### config.mk
export PLATFORM = sky130hd
export DESIGN_NAME = pp_blk_scheduler
export DESIGN_NICKNAME = d
export VERILOG_FILES = /design/src/rtl/pp_blk_scheduler.sv
export SDC_FILE = /design/constraint.sdc
export NUM_CORES = 1
export LEC_CHECK = 0
export ABC_AREA = 1
export CAP_MARGIN = 20
export CORE_ASPECT_RATIO = 1.2
export CORE_MARGIN = 2
export CORE_UTILIZATION = 49
export CTS_CLUSTER_SIZE = 16
export DETAILED_ROUTE_END_ITERATION = 8
export HOLD_SLACK_MARGIN = 0.03
export PLACE_DENSITY = 0.74
export SYNTH_ARGS = -nofsm -noshare
export SYNTH_HDL_FRONTEND = slang
export SYNTH_SLANG_ARGS = --single-unit
### constraint.sdc
create_clock -name ap_clk -period 2.2 [get_ports ap_clk]
set_clock_uncertainty 0.15 [all_clocks]
set_input_delay 0.44 -clock ap_clk [delete_from_list [all_inputs] [get_ports ap_clk]]
set_output_delay 0.44 -clock ap_clk [all_outputs]
set_load 0.01 [all_outputs]
### src/rtl/pp_blk_scheduler.sv
// Frame-level raster block scheduler: one NPPC-wide block command per handshake.
// Optional stall counter output enabled by defining PP_BLK_SCHED_PERF_EN.
module pp_blk_scheduler #(
  parameter int NPPC  = 8,
  parameter int DIM_W = 16,
  parameter int PW_W  = $clog2(NPPC) + 1
) (
  input  logic             ap_clk,
  input  logic             ap_rst_n,
  input  logic             ap_start,
  output logic             ap_done,
  input  logic             ap_continue,
  output logic             ap_idle,
  output logic             ap_ready,
  input  logic [DIM_W-1:0] rows,
  input  logic [DIM_W-1:0] cols,
  output logic [DIM_W-1:0] nblk_per_row,
  output logic             blk_valid,
  input  logic             blk_ready,
  output logic [DIM_W-1:0] blk_row,
  output logic [DIM_W-1:0] blk_col,
  output logic [PW_W-1:0]  blk_pxl_width,
  output logic             blk_eol,
  output logic             blk_eof
`ifdef PP_BLK_SCHED_PERF_EN
  , output logic [31:0]    perf_stall_cycles
`endif
);

  localparam int LOG2 = $clog2(NPPC);

  typedef enum logic [1:0] {S_IDLE, S_CALC, S_ISSUE, S_DONE} state_t;
  state_t state;

  logic [DIM_W-1:0] rows_q, cols_q, row_q, col_q, nblk_q;
  logic [PW_W-1:0]  last_w_q;
  logic [DIM_W:0]   cols_ext;
  logic [DIM_W-1:0] rem;
  logic             is_eol, is_eof;

  // One extra bit so cols near 2^DIM_W-1 round up without wrapping.
  assign cols_ext = {1'b0, cols_q} + (DIM_W+1)'(NPPC - 1);
  assign rem      = cols_q & DIM_W'(NPPC - 1);

  assign is_eol = blk_valid && (col_q == nblk_q - DIM_W'(1));
  assign is_eof = is_eol && (row_q == rows_q - DIM_W'(1));

  assign ap_idle       = (state == S_IDLE) & ~ap_start;
  assign nblk_per_row  = nblk_q;
  assign blk_row       = row_q;
  assign blk_col       = col_q;
  assign blk_eol       = is_eol;
  assign blk_eof       = is_eof;
  assign blk_pxl_width = is_eol ? last_w_q : PW_W'(NPPC);

  always_ff @(posedge ap_clk) begin
    if (!ap_rst_n) begin
      state     <= S_IDLE;
      blk_valid <= 1'b0;
      ap_done   <= 1'b0;
      ap_ready  <= 1'b0;
      rows_q    <= '0;
      cols_q    <= '0;
      row_q     <= '0;
      col_q     <= '0;
      nblk_q    <= '0;
      last_w_q  <= '0;
    end else begin
      ap_ready <= 1'b0;
      case (state)
        S_IDLE: if (ap_start) begin
          rows_q   <= rows;
          cols_q   <= cols;
          ap_ready <= 1'b1;
          state    <= S_CALC;
        end
        S_CALC: begin
          nblk_q   <= DIM_W'(cols_ext >> LOG2);
          last_w_q <= (rem == '0) ? PW_W'(NPPC) : PW_W'(rem);
          row_q    <= '0;
          col_q    <= '0;
          if (rows_q == '0 || cols_q == '0) begin
            ap_done <= 1'b1;
            state   <= S_DONE;
          end else begin
            blk_valid <= 1'b1;
            state     <= S_ISSUE;
          end
        end
        S_ISSUE: if (blk_ready) begin
          if (is_eof) begin
            blk_valid <= 1'b0;
            ap_done   <= 1'b1;
            state     <= S_DONE;
          end else if (is_eol) begin
            col_q <= '0;
            row_q <= row_q + DIM_W'(1);
          end else begin
            col_q <= col_q + DIM_W'(1);
          end
        end
        S_DONE: if (ap_continue) begin
          ap_done <= 1'b0;
          state   <= S_IDLE;
        end
        default: state <= S_IDLE;
      endcase
    end
  end

`ifdef PP_BLK_SCHED_PERF_EN
  always_ff @(posedge ap_clk) begin
    if (!ap_rst_n)
      perf_stall_cycles <= '0;
    else if (state == S_IDLE && ap_start)
      perf_stall_cycles <= '0;
    else if (blk_valid && !blk_ready && perf_stall_cycles != '1)
      perf_stall_cycles <= perf_stall_cycles + 32'd1;
  end
`endif

endmodule
Yosys cells after proc, flatten, opt, wreduce, memory -nomap -nowiden
Index checks and enable logic that the tools add are counted.

Flip-flop bits (word level): 87. Input bits: 37. Output and inout bits: 58. Logic and storage cells: 72.

$add $sub $neg: 5. Equal/unequal tests: 13. Muxes and demuxes: 26. Bitwise gates (word level): 2. Reductions and logical operators: 16.

Operator list (number): $mux W16 (6); $pmux W16 S2 (2); $logic_not A16 Y1 (3); $add A16 B1 Y16 const B (2); $eq A16 B16 Y1 (2); $add A16 B3 Y17 const B (1); $ne A2 B2 Y1 const B (8); $sub A16 B1 Y16 const B (1); $sub A14 B1 Y15 const B (1); $reduce_and A4 Y1 (3); $mux W1 (9); $mux W2 (4); $mux W4 (2); $pmux W2 S4 (1); $reduce_and A5 Y1 (1); $eq A2 B2 Y1 const B (2); $reduce_and A2 Y1 (2); $pmux W1 S3 (1); $reduce_and A3 Y1 (1); $reduce_bool A3 Y1 (1); $eq A2 B1 Y1 const B (1); $logic_and A1 B1 Y1 (2); $logic_not A2 Y1 (1); $pmux W1 S2 (1); 4 further kinds (4).

Logic depth before layout (Yosys ltp)
Gate-level depths: netlist of the first run.

Depth in word-level cells: 7. Gate-level depth with buffers: 20. Gate-level depth less buffers: 19.

Least setup slack after synthesis of the first run
Ideal clock, no wire load.

Kind: register to register. Start: reg nblk_q[0], in the netlist nblk_per_row[0]. End: reg col_q[9], in the netlist blk_col[9]. Setup time: 0.117 ns. Arrival: 2.222 ns. Required time: 1.933 ns. Slack: -0.289 ns. Stages on the path, launching flop included: 16. Path buffers: 1. Clock period less this slack: 2.489 ns. Cell sequence: dfxtp_1 clkinv_1 ha_1 xor2_1 nand3_1 nor2_1 nand3_2 nor2_4 nand2_2 nor2_4 nand3_4 nand2_4 inv_2 buf_6 o21ai_0 nor2_1.

Cells in the longest elaborated chain, start to end: 7. Elaborated cells between the ends (all ways): 10. Classes of those cells: add/sub: 1; eq/ne: 2; mux: 4; reduce/logical: 3.

Ends and longest elaborated chain: start: declaration (RTL line 35) `logic [DIM_W-1:0] rows_q, cols_q, row_q, col_q, nblk_q;`; start signal: assignment (RTL line 78) `nblk_q <= DIM_W'(cols_ext >> LOG2);`; $sub A14 B1 Y15 (*) (RTL line 45) `assign is_eol = blk_valid && (col_q == nblk_q - DIM_W'(1));`; $eq A16 B16 Y1 (*) (RTL line 45); $logic_and A1 B1 Y1 (*) (RTL line 45); net blk_eol (RTL line 23) `output logic blk_eol,`; $mux W16 (RTL line 95) `end else if (is_eol) begin`; $mux W16 (RTL line 91) `if (is_eof) begin`; $mux W16 (RTL line 90) `S_ISSUE: if (blk_ready) begin`; $pmux W16 S2 (RTL line 70) `case (state)`; end signal: assignment (RTL line 99) `col_q <= col_q + DIM_W'(1);`; end: declaration (RTL line 35).

Mark *: on every way through the listed nets, which the timed path passes. The rest lies on a longest branch. The select of a mux whose other input is x is not followed. A chain may end at the register's enable or synchronous reset.

Final worst setup path of the first run
Start: reg nblk_q[2], in the netlist nblk_per_row[2]. End: out blk_pxl_width[3].

Cells in the longest elaborated chain, start to end: 4.

Ends and longest elaborated chain: $sub A14 B1 Y15 (RTL line 45); $eq A16 B16 Y1 (RTL line 45); $logic_and A1 B1 Y1 (RTL line 45); $mux W4 (RTL line 54) `assign blk_pxl_width = is_eol ? last_w_q : PW_W'(NPPC);`; end: declaration (RTL line 22) `output logic [PW_W-1:0] blk_pxl_width,`.

Every way passes these cells.

==> results of run 1 <==
-- cells by family (layout without fill, tap and decap cells) --
group | Yosys count | after routing | share of synthesized area [%]
other | 1 | 2 | 0.0661
and+or+nand+nor | 460 | 460 | 36.6
adders and majority gates | 10 | 10 | 2.21
xor gates and xnor gates | 44 | 44 | 6.79
AOI/OAI and AO/OA | 132 | 132 | 12.7
DFF | 87 | 87 | 30.7
buffers and inverters | 145 | 369 | 10.9
-- cells in the mapped netlist (2+ instances only) --
cell type	count
dfxtp_1	87
nand3_2	3
a211oi_1	2
a21oi_1	50
a21oi_2	7
nand2_4	2
o21ai_2	2
buf_8	2
clkbuf_1	17
buf_4	7
nand2_1	182
nor2_4	5
nor4_1	10
nand3b_1	9
xnor2_1	14
nand2_2	10
ha_1	10
nor2_2	11
clkinv_1	3
o211ai_1	5
nand4_1	13
nor3b_1	2
nand3_1	54
nor3_1	17
xor2_1	30
buf_6	2
o21ai_0	62
inv_2	7
nor2_1	137
inv_1	103
o21ai_1	3
-- path summary, 6_finish.rpt --
path         depth (start not counted)                       end  slack (ps)                    startpoint
max reg2reg                         19   blk_col[7]$_SDFFE_PN0P_        -450  nblk_per_row[1]$_SDFFE_PN0N_
max                                 12          blk_pxl_width[3]        -650  nblk_per_row[2]$_SDFFE_PN0N_
min                                  2  last_w_q[2]$_SDFFE_PN0N_         320      last_w_q[2]$_SDFFE_PN0N_
min reg2reg                          2  last_w_q[2]$_SDFFE_PN0N_         320      last_w_q[2]$_SDFFE_PN0N_
-- flip-flops by register name (all words and copies together) (netlist names) --
register and count:
blk_row 16, blk_col 16, state 2, last_w_q 4, rows_q 16, ap_done 1
ap_ready 1, cols_q 16, nblk_per_row 14, blk_valid 1
-- layout make-up --
cell class                 instances  area (sq um)
clock buffer                       9           225
clock inverter                     7          78.8
fill                             919          3000
inverter                         113           439
multi-input combinational        648          3590
sequential                        87          1750
tap                              157           196
timing repair buffer             240          2130
-- worst max-delay path, cell delays in order (launching register included) --
cell,delay [ps]
dfxtp_1,470
inv_2,90
nand3_4,120
nor2_4,70
nand2_4,90
nor2_4,50
buf_4,130
and2_1,160
nor2_4,120
nand4_4,130
buf_6,150
or2_4,220
buf_6,120
-- through the flow --
| step | hold WS, ps | TNS, ps | cell area, sq um |
|---|---|---|---|
| finish | 316 | -17880 | 8400 |
| floorplan | 284 | -2300 | 5720 |
| global placement | 297 | -12560 | 7710 |
| CTS | 316 | -14000 | 8180 |
| detailed placement | 306 | -14160 | 7710 |
| global route | 352 | -24340 | 8400 |
-- per-layer routing --
metal,track usage [%],vias to the layer above
li1,-,3254
met2,44.0,209
met3,4.59,28
met4,7.67,0
met5,0,-
met1,37.8,2853
-- cells in the final DEF, fill, tap and decap left out, types with 14 or more instances in the layout --
| master | instances |
|---|---|
| a21oi_1 | 42 |
| a21oi_2 | 15 |
| buf_4 | 132 |
| clkdlybuf4s50_1 | 85 |
| dfxtp_1 | 84 |
| inv_1 | 99 |
| nand2_1 | 160 |
| nand2_2 | 29 |
| nand3_1 | 45 |
| nor2_1 | 130 |
| nor2_2 | 14 |
| nor3_1 | 15 |
| o21ai_0 | 57 |
| xnor2_1 | 14 |
| xor2_1 | 30 |
-- power by group through the flow --
stage	clock network [mW]	logic, mW	registers (mW)
after floorplan	0	3.24	2.37
after global placement	0	5.30	2.28
after detailed placement	0	5.38	2.29
after CTS	1.59	5.71	2.26
after global routing	1.66	6.79	2.32
final	1.59	6.20	2.27
-- timing repair --
action	in CTS	in global routing
setup endpoints to repair	43	46
gates resized for setup	66	42
pin swaps	9	19
hold buffers	0	0
gates cloned	0	1
buffers inserted	6	5
==> out/results.ini, run 1 <==
[run_status]
status = finished with violations
violations = setup timing

[sta]
final.min_clock_period_ps = 2850
layout_setup_ws_ps = -654
setup_viol = 42
tightest_slew_ps = 503
max_slew_margin_pct = 66.5
clock.fmax_mhz = 350
fin_crit_sh_pct = 130
hold_viol = 0
rsz0062_at_grt = yes
final-max-slew-violation-count = 0

[power]
powerDensity_mw_per_mm2 = 1200
swShare_pct = 44.4
seqPwrFrac_pct = 22.6
power_mw = 10.1
combinationalPowerShare_pct = 61.6
power.switching_mw = 4.46
power_frac_clock_pct = 15.8
p_int_mw = 5.59
leakagePower_nw = 3.66
vdd_drop_max_mv = 0.572

[detailed_routing]
vias = 6344
viasPerCell = 5.03
m1WireLength_mm = 7.59
drc_errors = 0
route.met3.wl_um = 994
highest_layer = met4
totalWireLength_mm = 17.0
postRouteAntennaNets = 0
avgRoutedWirePerCell_um = 13.5
drt_pass1_iterations = 5
wl_met2_mm = 8.09
drtIter0Drc = 350

[final_layout]
drive_gt1_share_pct = 25.5
final_cell_count_no_fill = 1261
finalNetCount = 1146
area_delta_synth_final_pct = 48.1
finish.utilization_pct = 73.7
antenna_cells = 0

[clocking]
clock_path_buffers = 2
cts.clk_slew.worst_paths_ps = 70
cts_sinks = 87
clk_latency_ps = 350
h-tree-depth = 3
tritoncts = yes
cts_buffers = 9
clk_root_buffer_cell = clkbuf_16

[synth]
syn_avg_cell_area_sq_um = 6.45
synth_ff_type = dfxtp_1
synth_area_leaders = dfxtp_1 (31%), nand2_1 (12%), nor2_1 (9.1%)
yosys_register_bits = 87
synth_top_area_cell = dfxtp_1
synth_seq_area_share_pct = 30.7
async_flop_share_pct = 0
yosys_warnings = 0
ys_types = 42
synth_edf_count = 0
synth_area_sq_mm = 0.00567
syn_inst = 879
netlist.area_leader.share_pct = 30.7

[global_route]
grt_max_degree = 37
grt_usage_pct = 27.4
antenna_found_initial = 0
grt_pass1_wl_mm = 27.1
grt.overflow.total = 0
grt_pass1_vias = 5762

[floorplan]
die_x_um = 102
io_pins = 95
coreArea_sq_mm = 0.0114
die_area_sq_mm = 0.0125
row_count = 43
start_util_pct = 49.7
die_y_um = 122

[placed_design]
place_congestion = 0.936
post-dp-hpwl_mm = 12.1
placedCellCount = 1233
port_buffers = 92
dp_slack_ps = -617

[setup_path]
setup.worst_path.class = reg -> out
cp-end-kind = output port
crit_fanout = 6
start_kind = flip-flop
cp.required_ps = 1610
arrival_ps = 2260

[min_path]
hold_path.class = reg -> reg

[run]
max-cap-violations = 0

No activity file was read; power rests on OpenSTA's default activity.
==> run 2: changes to the inputs <==
- GPL_TIMING_DRIVEN: not set -> 0
- PLACE_DENSITY: 0.74 -> 0.77
==> out/results.ini, run 2 (synthesis results as in run 1) <==
[run_status]
status = finished with violations
violations = setup timing

[final_layout]
area_delta_synth_final_pct = 36.9
final_cell_mix = nand2_1 (155), nor2_1 (131), inv_1 (97), clkdlybuf4s50_1 (85), dfxtp_1 (81)
finalNetCount = 1060  ; -7.5%
mostFrequentLayoutCell = nand2_1
final_area_sq_mm = 0.00776  ; -7.6%
antenna_cells = 0  ; unchanged
fill_cells = 987  ; +7.4%
drive_gt1_share_pct = 18.5  ; -7.0 points
final_cell_count_no_fill = 1175  ; -6.8%

[global_route]
grt_pass1_wl_mm = 24.2  ; -11%
grt.overflow.total = 0  ; unchanged
antenna_found_initial = 0  ; unchanged
grt_max_degree = 17  ; -54%
grt_pass1_vias = 5185  ; -10%
grt_usage_pct = 24.5  ; -2.9 points

[detailed_routing]
totalWireLength_mm = 16.0  ; -5.7%
avgRoutedWirePerCell_um = 13.6  ; +1.2%
vias = 6086  ; -4.1%
drc_errors = 0  ; unchanged
drtIter0Drc = 319  ; -8.9%
postRouteAntennaNets = 0  ; unchanged
drt_pass1_iterations = 7  ; +2
viasPerCell = 5.18  ; +3.0%

[floorplan]
die_area_sq_mm = 0.0125  ; unchanged
coreArea_sq_mm = 0.0114  ; unchanged
die_x_um = 102  ; unchanged
io_pins = 95  ; unchanged
row_count = 43  ; unchanged
start_util_pct = 49.7  ; unchanged
die_y_um = 122  ; unchanged

[setup_path]
arrival_ps = 2300  ; +40 ps
worstPathCellList = clkinv_4 -> ha_4 -> inv_4 -> nor2_4 -> nand3_2 -> nor2_4 -> nor2_1 -> nor2_1 -> nand2_1 -> nor2_4 -> nand4_4 -> buf_6 -> nor3_4 -> buf_2
crit_fanout = 5  ; -1
cp.required_ps = 1610  ; about the same
setup.worst_path.class = reg -> out
cpPeakStageDelay_ps = 360  ; -110 ps
slowest_stage = dfxtp_4
crit_top_cell = nor2_4
cp-end-kind = output port
start_kind = flip-flop

[power]
power_frac_clock_pct = 17.5  ; +1.7 points
combinationalPowerShare_pct = 56.5  ; -5.1 points
swShare_pct = 45.9  ; +1.6 points
power.switching_mw = 4.27  ; -4.2%
powerDensity_mw_per_mm2 = 1200  ; +0.14%
leakagePower_nw = 3.22  ; -12%
p_int_mw = 5.03  ; -10%
vdd_drop_max_mv = 0.550  ; -3.8%
seqPwrFrac_pct = 26.1  ; +3.5 points

[min_path]
hold_path.class = reg -> reg

[sta]
rsz0062_at_grt = yes
hold_viol = 0  ; unchanged
final.min_clock_period_ps = 2890  ; +35.2 ps
final-max-slew-violation-count = 0  ; unchanged
max_slew_margin_pct = 59.1  ; -7.4 points
tightest_slew_ps = 614  ; +111 ps
setup_viol = 42  ; unchanged
layout_setup_ws_ps = -689  ; -35.2 ps
fin_crit_sh_pct = 131  ; +1.6 points
clock.fmax_mhz = 346  ; -1.2%

[clocking]
cts_buffers = 9  ; unchanged
clk_latency_ps = 360  ; about the same
clk_root_buffer_cell = clkbuf_16
h-tree-depth = 3  ; unchanged
cts_hold_buf = 0  ; unchanged
clock_path_buffers = 2  ; unchanged
tritoncts = yes
cts_sinks = 87  ; unchanged
cts.clk_slew.worst_paths_ps = 70  ; about the same

[placed_design]
post-dp-hpwl_mm = 11.4  ; -5.6%
dp_slack_ps = -753  ; -135 ps
port_buffers = 92  ; unchanged
place_area_sq_mm = 0.00683  ; -11%
place_congestion = 0.943  ; +0.69%
placedCellCount = 1129  ; -8.4%

[run]
max-cap-violations = 0  ; unchanged

-- run 2: cell types whose count changed in the layout (fill, tap and decap cells not counted), sizes merged --
cell	change
buf	-108
clkbuf	+21
clkinv	-3
clkinvlp	+1
dlygate4sd3	+1
inv	+1
nand2	+1
-- run 2: power by group through the flow --
| stage | Combinational [mW] | Clock (mW) | Sequential, mW |
|---|---|---|---|
| after global routing | 5.81 | 1.70 | 2.47 |
| after global placement | 4.28 | 0 | 2.42 |
| after CTS | 4.64 | 1.64 | 2.39 |
| after floorplan | 3.24 | 0 | 2.37 |
| after detailed placement | 4.35 | 0 | 2.42 |
| final | 5.25 | 1.62 | 2.43 |
-- run 2: layout make-up --
class / count / area, sq um / area share (%)
tap: 157 / 196 / 2.53
clock inverter: 6 / 72.6 / 0.935
inverter: 113 / 439 / 5.66
timing repair buffer: 121 / 1190 / 15.3
clock buffer: 10 / 239 / 3.08
buffer: 32 / 211 / 2.72
sequential: 87 / 1750 / 22.6
multi-input combinational: 649 / 3660 / 47.2
-- run 2: critical path, delay by kind of cell, from the launching register on --
family | cells | cell delay, ps
buffers and inverters | 4 | 430
AND/OR/NAND/NOR | 9 | 980
flip-flops | 1 | 360
adder cells (fa/ha/maj) | 1 | 160
-- run 2: through the flow --
stage	TNS, ps	util (%)	hold slack [ps]	power (mW)
CTS	-17170	64.0	326	8.67
detailed placement	-20280	59.9	315	6.77
global route	-27300	68.1	350	9.99
finish	-22240	68.1	320	9.30
global placement	-18720	59.9	311	6.71
floorplan	-2300	-	284	5.62
-- run 2: layer usage --
layer | share of wire, % | GRT usage [%]
met5 | 0 | 0
met4 | 2.3 | 7.67
met3 | 4.9 | 3.79
met2 | 49 | 40.3
met1 | 44 | 32.8
-- run 2: final timing paths --
path	cells after the start	end	start	slack, ps
worst max-delay path	14	blk_eof	nblk_per_row[0]$_SDFFE_PN0N_	-690
worst min-delay path	2	last_w_q[2]$_SDFFE_PN0N_	last_w_q[2]$_SDFFE_PN0N_	320
worst max register to register	19	blk_row[7]$_SDFFE_PN0P_	nblk_per_row[0]$_SDFFE_PN0N_	-680
worst min register to register	2	last_w_q[2]$_SDFFE_PN0N_	last_w_q[2]$_SDFFE_PN0N_	320
-- run 2: timing repair --
action,4_1_cts,5_1_grt
endpoints found under the setup margin,47,48
gates cloned,0,4
setup buffers,11,16
gates resized for setup,51,79
pin swaps,11,19
